<file path="src/rtl/sorted_vector_serializer.sv">
// -----------------------------------------------------------------------------
// sorted_vector_serializer
//
// Output-side companion of the bitonic sorter. Captures each sorted vector
// presented with a one-cycle valid_in pulse and streams it out one element per
// valid/ready handshake, index 0 (smallest) first. The sorter cannot be
// stalled, so two vector slots are kept: the active slot being streamed and a
// pending slot holding the next vector. A vector arriving while both slots
// are occupied is dropped and flagged on the sticky overflow output.
//
// Ports:
//   clk        in   single clock, rising edge
//   rst        in   asynchronous active-low reset
//   valid_in   in   one-cycle pulse, sorted_in valid this cycle
//   sorted_in  in   DEPTH x WIDTH unpacked array, index 0 smallest
//   in_ready   out  pending slot free (advisory; the sorter ignores it)
//   out_valid  out  stream element valid
//   out_ready  in   sink accepts the element
//   out_data   out  current element, active[idx]
//   out_idx    out  index of the current element within its vector
//   out_last   out  current element is index DEPTH-1
//   overflow   out  sticky, a vector was dropped
//   frame_cnt  out  completed vectors, wraps modulo 2^CNT_W
// -----------------------------------------------------------------------------
module sorted_vector_serializer #(
    parameter int WIDTH = 32,
    parameter int DEPTH = 8,
    parameter int CNT_W = 16
) (
    input  logic                     clk,
    input  logic                     rst,
    input  logic                     valid_in,
    input  logic [WIDTH-1:0]         sorted_in [DEPTH],
    output logic                     in_ready,
    output logic                     out_valid,
    input  logic                     out_ready,
    output logic [WIDTH-1:0]         out_data,
    output logic [$clog2(DEPTH)-1:0] out_idx,
    output logic                     out_last,
    output logic                     overflow,
    output logic [CNT_W-1:0]         frame_cnt
);

    localparam int IDX_W = $clog2(DEPTH);
    localparam logic [IDX_W-1:0] LAST_IDX = IDX_W'(DEPTH - 1);

    typedef enum logic [0:0] {
        IDLE   = 1'b0,
        STREAM = 1'b1
    } state_t;

    state_t             state_r;
    state_t             next_state_s;
    logic [WIDTH-1:0]   active_r  [DEPTH];
    logic [WIDTH-1:0]   pending_r [DEPTH];
    logic               pending_full_r;
    logic [IDX_W-1:0]   idx_r;
    logic               overflow_r;
    logic [CNT_W-1:0]   frame_cnt_r;

    logic               xfer_s;
    logic               last_xfer_s;
    logic               load_active_in_s;
    logic               load_active_pend_s;
    logic               load_pend_s;
    logic               pend_full_nxt_s;
    logic [IDX_W-1:0]   idx_nxt_s;
    logic               frame_inc_s;
    logic               set_ovf_s;

    // Stream outputs are all derived from registered state; out_data is a
    // plain mux over the active slot so there is no extra latency stage.
    assign out_valid   = (state_r == STREAM);
    assign out_data    = active_r[idx_r];
    assign out_idx     = idx_r;
    assign out_last    = out_valid && (idx_r == LAST_IDX);
    assign in_ready    = !pending_full_r;
    assign overflow    = overflow_r;
    assign frame_cnt   = frame_cnt_r;

    assign xfer_s      = out_valid && out_ready;
    assign last_xfer_s = xfer_s && (idx_r == LAST_IDX);

    // FSM state register.
    always_ff @(posedge clk or negedge rst) begin
        if (!rst) begin
            state_r <= IDLE;
        end else begin
            state_r <= next_state_s;
        end
    end

    // Next-state and slot-control decode.
    always_comb begin
        next_state_s       = state_r;
        load_active_in_s   = 1'b0;
        load_active_pend_s = 1'b0;
        load_pend_s        = 1'b0;
        pend_full_nxt_s    = pending_full_r;
        idx_nxt_s          = idx_r;
        frame_inc_s        = 1'b0;
        set_ovf_s          = 1'b0;
        case (state_r)
            IDLE: begin
                if (valid_in) begin
                    load_active_in_s = 1'b1;
                    idx_nxt_s        = {IDX_W{1'b0}};
                    next_state_s     = STREAM;
                end else begin
                    next_state_s     = IDLE;
                end
            end
            STREAM: begin
                if (last_xfer_s) begin
                    // Frame done. The pending slot frees this cycle, so a
                    // coincident valid_in always has a place to go.
                    frame_inc_s = 1'b1;
                    idx_nxt_s   = {IDX_W{1'b0}};
                    if (pending_full_r) begin
                        load_active_pend_s = 1'b1;
                        if (valid_in) begin
                            load_pend_s     = 1'b1;
                            pend_full_nxt_s = 1'b1;
                        end else begin
                            pend_full_nxt_s = 1'b0;
                        end
                    end else if (valid_in) begin
                        load_active_in_s = 1'b1;
                    end else begin
                        next_state_s = IDLE;
                    end
                end else begin
                    if (xfer_s) begin
                        idx_nxt_s = idx_r + IDX_W'(1);
                    end else begin
                        idx_nxt_s = idx_r;
                    end
                    if (valid_in) begin
                        if (!pending_full_r) begin
                            load_pend_s     = 1'b1;
                            pend_full_nxt_s = 1'b1;
                        end else begin
                            set_ovf_s = 1'b1;
                        end
                    end else begin
                        set_ovf_s = 1'b0;
                    end
                end
            end
            default: begin
                next_state_s    = IDLE;
                pend_full_nxt_s = 1'b0;
                idx_nxt_s       = {IDX_W{1'b0}};
            end
        endcase
    end

    // Slot storage, element index, frame counter and sticky overflow flag.
    always_ff @(posedge clk or negedge rst) begin
        if (!rst) begin
            for (int i = 0; i < DEPTH; i++) begin
                active_r[i]  <= {WIDTH{1'b0}};
                pending_r[i] <= {WIDTH{1'b0}};
            end
            pending_full_r <= 1'b0;
            idx_r          <= {IDX_W{1'b0}};
            overflow_r     <= 1'b0;
            frame_cnt_r    <= {CNT_W{1'b0}};
        end else begin
            for (int i = 0; i < DEPTH; i++) begin
                if (load_active_in_s) begin
                    active_r[i] <= sorted_in[i];
                end else if (load_active_pend_s) begin
                    active_r[i] <= pending_r[i];
                end else begin
                    active_r[i] <= active_r[i];
                end
                if (load_pend_s) begin
                    pending_r[i] <= sorted_in[i];
                end else begin
                    pending_r[i] <= pending_r[i];
                end
            end
            pending_full_r <= pend_full_nxt_s;
            idx_r          <= idx_nxt_s;
            overflow_r     <= overflow_r | set_ovf_s;
            if (frame_inc_s) begin
                frame_cnt_r <= frame_cnt_r + CNT_W'(1);
            end else begin
                frame_cnt_r <= frame_cnt_r;
            end
        end
    end

endmodule

</file>
<file path="config.mk">
export PLATFORM = sky130hd
export DESIGN_NAME = sorted_vector_serializer
export DESIGN_NICKNAME = d
export VERILOG_FILES = /design/src/rtl/sorted_vector_serializer.sv
export SDC_FILE = /design/constraint.sdc
export NUM_CORES = 1
export LEC_CHECK = 0
export CAP_MARGIN = 40
export CORE_ASPECT_RATIO = 0.9
export CORE_MARGIN = 5
export CORE_UTILIZATION = 40
export CTS_BUF_LIST = sky130_fd_sc_hd__clkbuf_8
export DETAILED_ROUTE_END_ITERATION = 16
export DONT_BUFFER_PORTS = 1
export GPL_TIMING_DRIVEN = 0
export PLACE_DENSITY_LB_ADDON = 0.08
export SKIP_LAST_GASP = 1
export SYNTH_ARGS = -nofsm -noshare
export SYNTH_HDL_FRONTEND = slang
export SYNTH_SLANG_ARGS = --single-unit
</file>
<file path="constraint.sdc">
create_clock -name clk -period 4.6 [get_ports clk]
set_input_delay 1.38 -clock clk [delete_from_list [all_inputs] [get_ports clk]]
set_output_delay 1.38 -clock clk [all_outputs]
set_load 0.01 [all_outputs]
</file>
==> results of run 1 <==
-- worst max-delay path, delay by kind of cell (launching register included) --
kind          cells  cell delay (ps)
simple gates      2              430
flops             1              490
mux               1              540
buf+inv           3              830
-- metal layers --
metal,vias up,share of wire (%)
li1,6981,-
met1,8028,43
met2,382,46
met3,119,7.9
met4,0,2.6
met5,-,0
-- flip-flops by register name (all words and copies together) (netlist names) --
register,flops
active_r,256
pending_full_r,1
out_idx,3
pending_r,256
out_valid,1
frame_cnt,16
overflow,1
-- cells in the mapped netlist (2+ instances only) --
cell type    n  area (um2)
mux2_4     240        3600
o22ai_1      2        12.5
ha_1         3        37.5
buf_6        9         101
buf_4       47         353
nand2_1    362        1360
mux4_2      64        1440
dfrtp_1    534       13400
xor2_1       2        17.5
clkbuf_1    36         135
a21oi_1      2        10.0
nor2_1       4        15.0
xnor2_1     13         114
inv_1        4        15.0
a22o_1       3        26.3
o21ai_0    139         696
o21ai_1    117         586
mux2i_1    256        2560
buf_1        3        11.3
nand4_1      5        31.3
mux2_2      18         203
nand3_1      8        40.0
buf_2       21         105
buf_8       22         330
and2_1       2        12.5
nor3_1       3        15.0
-- power breakdown --
group	total, uW	switching (uW)	internal [uW]
clock network	4390	2030	2360
registers	8290	1360	6930
logic	6310	2760	3560
total	19000	6140	12900
-- kinds of logic after synthesis --
kind of cell / Yosys count / synth area share [%]
mux: 578 / 30.9
xor+xnor: 15 / 0.520
fa+ha+maj: 3 / 0.149
flops: 534 / 52.9
compound gates: 265 / 5.37
buf+inv: 143 / 4.17
simple gates: 389 / 6.03
-- placed cells by master (no fill, tap or decap), types with 3 or more instances in the layout --
| cell type | synthesis | routed |
|---|---|---|
| nor3_1 | 3 | 3 |
| nand4_1 | 5 | 5 |
| nor2_1 | 4 | 4 |
| buf_2 | 21 | 18 |
| a22o_1 | 3 | 3 |
| buf_8 | 22 | 24 |
| mux2_4 | 240 | 240 |
| mux2i_1 | 256 | 256 |
| o21ai_1 | 117 | 117 |
| clkinv_2 | 0 | 6 |
| buf_6 | 9 | 12 |
| o21ai_0 | 139 | 139 |
| inv_1 | 4 | 40 |
| dfrtp_1 | 534 | 533 |
| clkbuf_8 | 0 | 119 |
| xnor2_1 | 13 | 13 |
| buf_4 | 47 | 50 |
| clkbuf_1 | 36 | 36 |
| nand3_1 | 8 | 8 |
| mux2_2 | 18 | 18 |
| nand2_1 | 362 | 362 |
| ha_1 | 3 | 3 |
| mux4_2 | 64 | 64 |
-- worst paths after layout --
| path | start | to | slack [ps] | cells after the start |
|---|---|---|---|---|
| setup / recovery | out_idx[0] | out_data[10] | 230 | 6 |
| hold / removal | rst | active_r[124] | 400 | 0 |
| setup reg to reg | out_idx[1] | active_r[122] | 1540 | 10 |
| hold reg to reg | pending_r[100] | pending_r[100] | 510 | 1 |
| max in group asynchronous | rst | active_r[139] | 3070 | 0 |
| min in group clk | pending_r[100] | pending_r[100] | 510 | 1 |
-- timing repair --
action / CTS / global route
resized for setup: 3 / 2
endpoints found under the setup margin: 20 / 14
hold endpoints to repair: 0 / 0
hold buffers: 0 / 0
-- through the flow --
stage,TNS (ps),setup slack (ps),instance area [um2]
after global routing,0,25.1,28300
after global placement,0,587,26300
after detailed placement,0,599,26400
final,0,231,28300
after CTS,-21.6,-21.6,28300
after floorplan,0,1500,25300
-- area by class of cell --
class | instances | area [um2]
plain buffers | 138 | 1040
inverters | 5 | 18.8
clock inverters | 46 | 219
well taps | 845 | 1060
flip-flops and latches | 534 | 13400
multi-input cells | 1250 | 10900
repair buffers | 5 | 63.8
fillers | 5774 | 34300
diodes | 1 | 2.50
clock buffers | 119 | 1640
==> metrics.md, run 1 <==
| Metric | Value |
|---|---|
| Placer Congestion | `0.799` |
| Placed Cells | `2777` |
| Worst slew pin tran | `1390 ps` |
| Die Width | `275 um` |
| Routed len/inst | `26.3 um` |
| Sequential-to-total area share from yosys stat | `52.9%` |
| Area Growth Syn to Fin | `11.8%` |
| Clk buf depth | `3` |
| Worst slew margin | `7.61%` |
| Hold crit path type | `input port to asynchronous set/reset pin` |
| VDD IR max | `294 uV` |
| Hold Slack | `404 ps` |
| Setup skew after layout | `30.0 ps` |
| Post-DP HPWL | `55.6 mm` |
| Met3 usage | `7.61%` |
| Post-synth EDFFs | `0` |
| Total power | `19000 uW` |
| Crit path max-delay cell type | `mux4_2` |
| H-tree Lvls | `3` |
| Clock Sinks | `534` |
| Final core occ | `45.2%` |
| Mapped Nets | `2190` |
| Final max-slew violation count | `0` |
| Mean Syn Cell Area | `13.1 um2` |
| Residual DRC count | `0` |
| Cells after synthesis | `1927` |
| GRT Overall Usage | `22.4%` |
| Root buffer cell | `clkbuf_8` |
| Initial Util | `40.4%` |
| M1 GR Usage | `29.8%` |
| Crit path time final | `4370 ps` |
| Postcts setup bufs | `0` |
| Req. time, crit path | `3220 ps` |
| Buffers on Ports | `0` |
| Die Y | `248 um` |
| NumNets Final | `2292` |
| Critical path, cell by cell | `clkbuf_1 > buf_4 > buf_4 > mux4_2 > nand2_1 > nand2_1` |
| DRT iter0 DRCs | `1155` |
| DRT Wirelength | `77.4 mm` |
| Core footprint | `62600 um2` |
| Initial antenna violation count | `1` |
| Via count | `15510` |
| Startpoint Class | `register` |
| Num CTS Buffers | `95` |
| Clock transition at the registers of the reported paths | `60 ps` |
| RSZ-0062 raised after global routing | `false` |
| Mapped Area | `25300 um2` |
| GRT Max-Usage Layer | `met2` |
| CP endpoint kind | `output pin` |
| Share of post-route cells with drive strength above 1 | `26.8%` |
| Status | `finished clean` |
| Period utilization | `95.0%` |
| Leak | `0.0140 uW` |
| Worst Path Class, Setup | `register to output pin` |
| Yosys cell types | `34` |
| Die area | `68300 um2` |
| Clock Latency Late Sink | `680 ps` |
| Routing usage on met2 | `35.2%` |
| Crit path max fanout | `10` |
| Post-synth ARST share | `100%` |
| DR vias/cell | `5.27` |
| Post-DRT Antenna Nets | `0` |
| FMAX | `229 MHz` |
| Ys Warns | `0` |
| Row cnt | `87` |
| Total iterations of the first detailed-routing run | `5` |
| Final Non-Filler Cells | `2943` |
| TritonCTS clock tree | `built` |
| Max stage delay on crit path | `540 ps` |
| First-pass GRT wire length | `114 mm` |
| PD cells | `672 nW/um2` |
| Grt ovf | `0` |
| I/O pins | `315` |
| Vias in the first global route | `16549` |
| Seq cells post-synth | `534` |
| Dominant synthesized flop cell | `dfrtp_1` |
| Final Hold Fails | `0` |
| Max-Cap Viols | `0` |
| Final setup fails | `0` |
| Pin count of the biggest net entering global routing | `535` |
| Arr. time, crit path | `2990 ps` |
No activity file was read; power rests on OpenSTA's default activity.
==> run 2: changes to the inputs <==
--- a/config.mk
+++ b/config.mk
@@ -14,6 +14,7 @@
 export DONT_BUFFER_PORTS = 1
 export GPL_TIMING_DRIVEN = 0
 export PLACE_DENSITY_LB_ADDON = 0.08
+export SETUP_SLACK_MARGIN = 0.5
 export SKIP_LAST_GASP = 1
 export SYNTH_ARGS = -nofsm -noshare
 export SYNTH_HDL_FRONTEND = slang
==> metrics.md, run 2 (synthesis gave the netlist of run 1 again) <==
| Metric | Value |
|---|---|
| Vias in the first global route | `16566` |
| RR Startpoint | `out_idx[0]` |
| DP Worst Slack | `599 ps` |
| Total iterations of the first detailed-routing run | `5` |
| Clock Latency Late Sink | `680 ps` |
| Critical Path Start | `out_idx[0]` |
| Initial Util | `40.4%` |
| FMAX | `254 MHz` |
| CP endpoint kind | `output pin` |
| PD cells | `675 nW/um2` |
| Residual DRC count | `0` |
| Placer Congestion | `0.799` |
| Hold Slack | `407 ps` |
| Final Non-Filler Cells | `2943` |
| DRT iter0 DRCs | `1130` |
| Root buffer cell | `clkbuf_8` |
| VDD IR max | `297 uV` |
| Placed Cells | `2777` |
| Clk buf depth | `3` |
| Fill cells | `5768` |
| Via count | `15480` |
| Most common cell after layout, fill and taps aside | `dfrtp_1` |
| Setup skew after layout | `28.9 ps` |
| First-pass GRT wire length | `114 mm` |
| Area Growth Syn to Fin | `12.4%` |
| Clock transition at the registers of the reported paths | `60 ps` |
| Die area | `68300 um2` |
| H-tree Lvls | `3` |
| Final setup fails | `0` |
| DR vias/cell | `5.26` |
| Startpoint Class | `register` |
| Worst slew pin tran | `1650 ps` |
| Arr. time, crit path | `2560 ps` |
| RSZ-0062 raised after global routing | `false` |
| Req. time, crit path | `3220 ps` |
| Num CTS Buffers | `95` |
| Max-Cap Viols | `0` |
| Final max-slew violation count | `200` |
| Period utilization | `85.7%` |
| Row cnt | `87` |
| Die Y | `248 um` |
| Post-DP HPWL | `55.6 mm` |
| TritonCTS clock tree | `built` |
| Leak | `0.0140 uW` |
| Failing checks | `max-slew violations` |
| Initial antenna violation count | `1` |
| Final Worst Setup Slack | `660 ps` |
| Post-DRT Antenna Nets | `0` |
| Crit path time final | `3940 ps` |
| Hold crit path type | `input port to asynchronous set/reset pin` |
| GRT Overall Usage | `22.4%` |
| Worst slew margin | `-9.98%` |
| Buffers on Ports | `0` |
| NumNets Final | `2292` |
| Crit path max fanout | `10` |
| DRT Wirelength | `77.6 mm` |
| I/O pins | `315` |
| Routed len/inst | `26.4 um` |
| Die Width | `275 um` |
| Most frequent cells in the layout | `532 x dfrtp_1, 343 x nand2_1, 256 x mux2i_1, 240 x mux2_4, 139 x o21ai_0` |
| Share of post-route cells with drive strength above 1 | `28.1%` |
| Postcts setup bufs | `0` |
| Grt ovf | `0` |
| Clock Sinks | `534` |
| Setup TNS | `0 ps` |
| Final Hold Fails | `0` |
| Worst Path Class, Setup | `register to output pin` |
| Pin count of the biggest net entering global routing | `535` |
| Core footprint | `62600 um2` |
| Status | `complete, but fails checks` |
## run 2: final cells by class
cell class                      count  area, um2  share of cell area [%]
Antenna cell                        1       2.50                 0.00881
Buffer                            138       1130                    3.97
Clock buffer                      119       1640                    5.77
Clock inverter                     46        219                   0.771
Inverter                            5       22.5                  0.0793
Multi-Input combinational cell   1250      10900                    38.4
Sequential cell                   534      13400                    47.1
Tap cell                          845       1060                    3.72
Timing Repair Buffer                5       63.8                   0.225
## run 2: metrics by stage
step / cell area (um2) / util [%] / power (uW)
after floorplan: 25300 / - / 12800
after global placement: 26300 / 42.1 / 14500
after detailed placement: 26400 / 42.2 / 14700
after CTS: 28400 / 45.3 / 19300
after global routing: 28400 / 45.4 / 20300
final: 28400 / 45.4 / 19200
## run 2: worst paths after layout
kind | slack (ps) | depth (start not counted) | end
setup / recovery | 660 | 6 | out_data[18]
hold / removal | 410 | 0 | active_r[124]
hold reg to reg | 510 | 1 | pending_r[100]
setup reg to reg | 1640 | 10 | active_r[121]
min in group clk | 510 | 1 | pending_r[100]
max in group asynchronous | 2870 | 0 | active_r[203]
## run 2: critical path, cell delays in order (launching register included)
cell and delay [ps]:
dfrtp_2 510, buf_8 150, buf_12 180, buf_12 180, mux4_2 600, nand2_1 120, nand2_1 120
## run 2: metal layers
metal  vias to the layer above  wire (um)  global-route usage, %
li1                       6989          -                      -
met1                      7993      33800                   29.8
met2                       381      35900                   35.3
met3                       117       5800                   7.61
met4                         0       2060                   5.95
met5                         -          0                      0
## run 2: repair_timing
item / 4_1_cts / 5_1_grt
pin swaps: 0 / 0
hold buffers: 0 / 0
gates resized for setup: 42 / 13
gates cloned: 0 / 0
setup endpoints to repair: 32 / 23
## run 2: power by group
group / switching, uW / internal (uW) / leakage (uW) / total (uW)
Combinational: 2820 / 3660 / 0.00625 / 6470
Clock: 2020 / 2360 / 0.00109 / 4390
Sequential: 1360 / 6940 / 0.00667 / 8300
==> run 3: changes to the inputs <==
--- a/config.mk
+++ b/config.mk
@@ -12,8 +12,10 @@
 export CTS_BUF_LIST = sky130_fd_sc_hd__clkbuf_8
 export DETAILED_ROUTE_END_ITERATION = 16
 export DONT_BUFFER_PORTS = 1
+export GPL_ROUTABILITY_DRIVEN = 0
 export GPL_TIMING_DRIVEN = 0
 export PLACE_DENSITY_LB_ADDON = 0.08
+export RECOVER_POWER = 100
 export SETUP_SLACK_MARGIN = 0.5
 export SKIP_LAST_GASP = 1
 export SYNTH_ARGS = -nofsm -noshare
==> metrics.md, run 3 (synthesis gave the netlist of run 1 again) <==
| Metric | Value |
|---|---|
| Status | `finished clean` |
| Most frequent cells in the layout | `534 x dfrtp_1, 345 x nand2_1, 256 x mux2i_1, 237 x o21ai_0, 212 x mux2_1` |
| DRT Wirelength | `76.8 mm` |
| FMAX | `241 MHz` |
| NumNets Final | `2292` |
| Initial antenna violation count | `7` |
| Clock transition at the registers of the reported paths | `60 ps` |
| Period utilization | `90.1%` |
| Pin count of the biggest net entering global routing | `535` |
| Num CTS Buffers | `95` |
| Crit path time final | `4150 ps` |
| Clk buf depth | `3` |
| Post-DP Area | `26400 um2` |
| RSZ-0062 raised after global routing | `false` |
| DR vias/cell | `5.28` |
| Max-Cap Viols | `0` |
| Most common cell after layout, fill and taps aside | `dfrtp_1` |
| VDD IR max | `294 uV` |
| Hold crit path type | `input port to asynchronous set/reset pin` |
| First-pass GRT wire length | `114 mm` |
| Crit path max fanout | `10` |
| Startpoint Class | `register` |
| Routed len/inst | `26.1 um` |
| Die area | `68300 um2` |
| GRT Overall Usage | `22.4%` |
| Clock Sinks | `534` |
| H-tree Lvls | `3` |
| DRT iter0 DRCs | `1165` |
| Area Growth Syn to Fin | `8.15%` |
| Initial Util | `40.4%` |
| Post-DP HPWL | `55.6 mm` |
| CP endpoint kind | `output pin` |
| Clock Latency Late Sink | `670 ps` |
| Worst Path Class, Setup | `register to output pin` |
| Leak | `0.0133 uW` |
| Worst slew margin | `7.56%` |
| Final setup fails | `0` |
| Worst slew pin tran | `1390 ps` |
| Final Hold Fails | `0` |
| Total iterations of the first detailed-routing run | `5` |
| Share of post-route cells with drive strength above 1 | `16.3%` |
| Fill cells | `6043` |
| Die Y | `248 um` |
| TritonCTS clock tree | `built` |
| PD cells | `663 nW/um2` |
| Postcts setup bufs | `0` |
| Final max-slew violation count | `0` |
| Setup TNS | `0 ps` |
| Setup skew after layout | `30.0 ps` |
| I/O pins | `315` |
| Buffers on Ports | `0` |
| Core footprint | `62600 um2` |
| Vias in the first global route | `16566` |
| Req. time, crit path | `3220 ps` |
| Die Width | `275 um` |
| Root buffer cell | `clkbuf_8` |
| Via count | `15558` |
| Arr. time, crit path | `2770 ps` |
| Finished Cell Area | `27300 um2` |
| Residual DRC count | `0` |
| Grt ovf | `0` |
| Reg2Reg Setup Slack | `520 ps` |
| Sequential Area | `13400 um2` |
| Multi-input gate area | `10100 um2` |
| Row cnt | `87` |
| Post-DRT Antenna Nets | `0` |
[run 3: worst max-delay path: stages, from the launching register on]
cell,delay [ps]
dfrtp_1,570
clkbuf_2,460
buf_2,300
buf_8,180
mux4_2,300
nand2_1,130
nand2_1,150
[run 3: worst paths after layout]
kind                            cells after the start           from            end
worst max register to register                     10     out_idx[0]  active_r[182]
worst max-delay path                                6     out_idx[1]    out_data[1]
min in group clk                                    1  pending_r[55]  pending_r[55]
worst min-delay path                                0            rst  active_r[124]
max in group asynchronous                           0            rst  active_r[139]
worst min register to register                      1  pending_r[55]  pending_r[55]
[run 3: final cells by class]
cell class,instances,area share [%]
buffer,138,3.22
tap,845,3.87
antenna,3,0.0275
inverter,5,0.0824
clock inverter,46,0.801
timing repair buffer,5,0.233
multi-input combinational,1250,36.9
sequential,534,48.9
clock buffer,119,5.99
[run 3: what timing repair did]
item                       CTS  global route
resized for setup           42            13
pin swaps                    0             0
cloned                       0             0
setup endpoints to repair   32            23
hold endpoints to repair     0             0
hold buffers                 0             0
[run 3: report_power, final]
part	total, uW	switching (uW)	internal (uW)
logic	5510	2720	2790
registers	8220	1300	6930
clock network	4380	2020	2360
total	18100	6030	12100
[run 3: routing by layer]
metal	routed length, um	up-vias	track usage [%]
li1	-	6993	-
met1	32900	8036	29.8
met2	36000	401	35.3
met3	5740	122	7.61
met4	2000	6	5.95
met5	84	-	0
[run 3: stage by stage]
step	utilization [%]	cells	hold slack, ps	power (uW)	worst slack (ps)
4_1_cts	45.3	2942	347	19300	487
3_3_place_gp	42.1	2772	488	14500	587
5_1_grt	43.7	2943	340	19300	260
2_1_floorplan	-	1927	480	12800	1500
6_report	43.7	2945	409	18100	454
3_5_place_dp	42.2	2777	491	14700	599
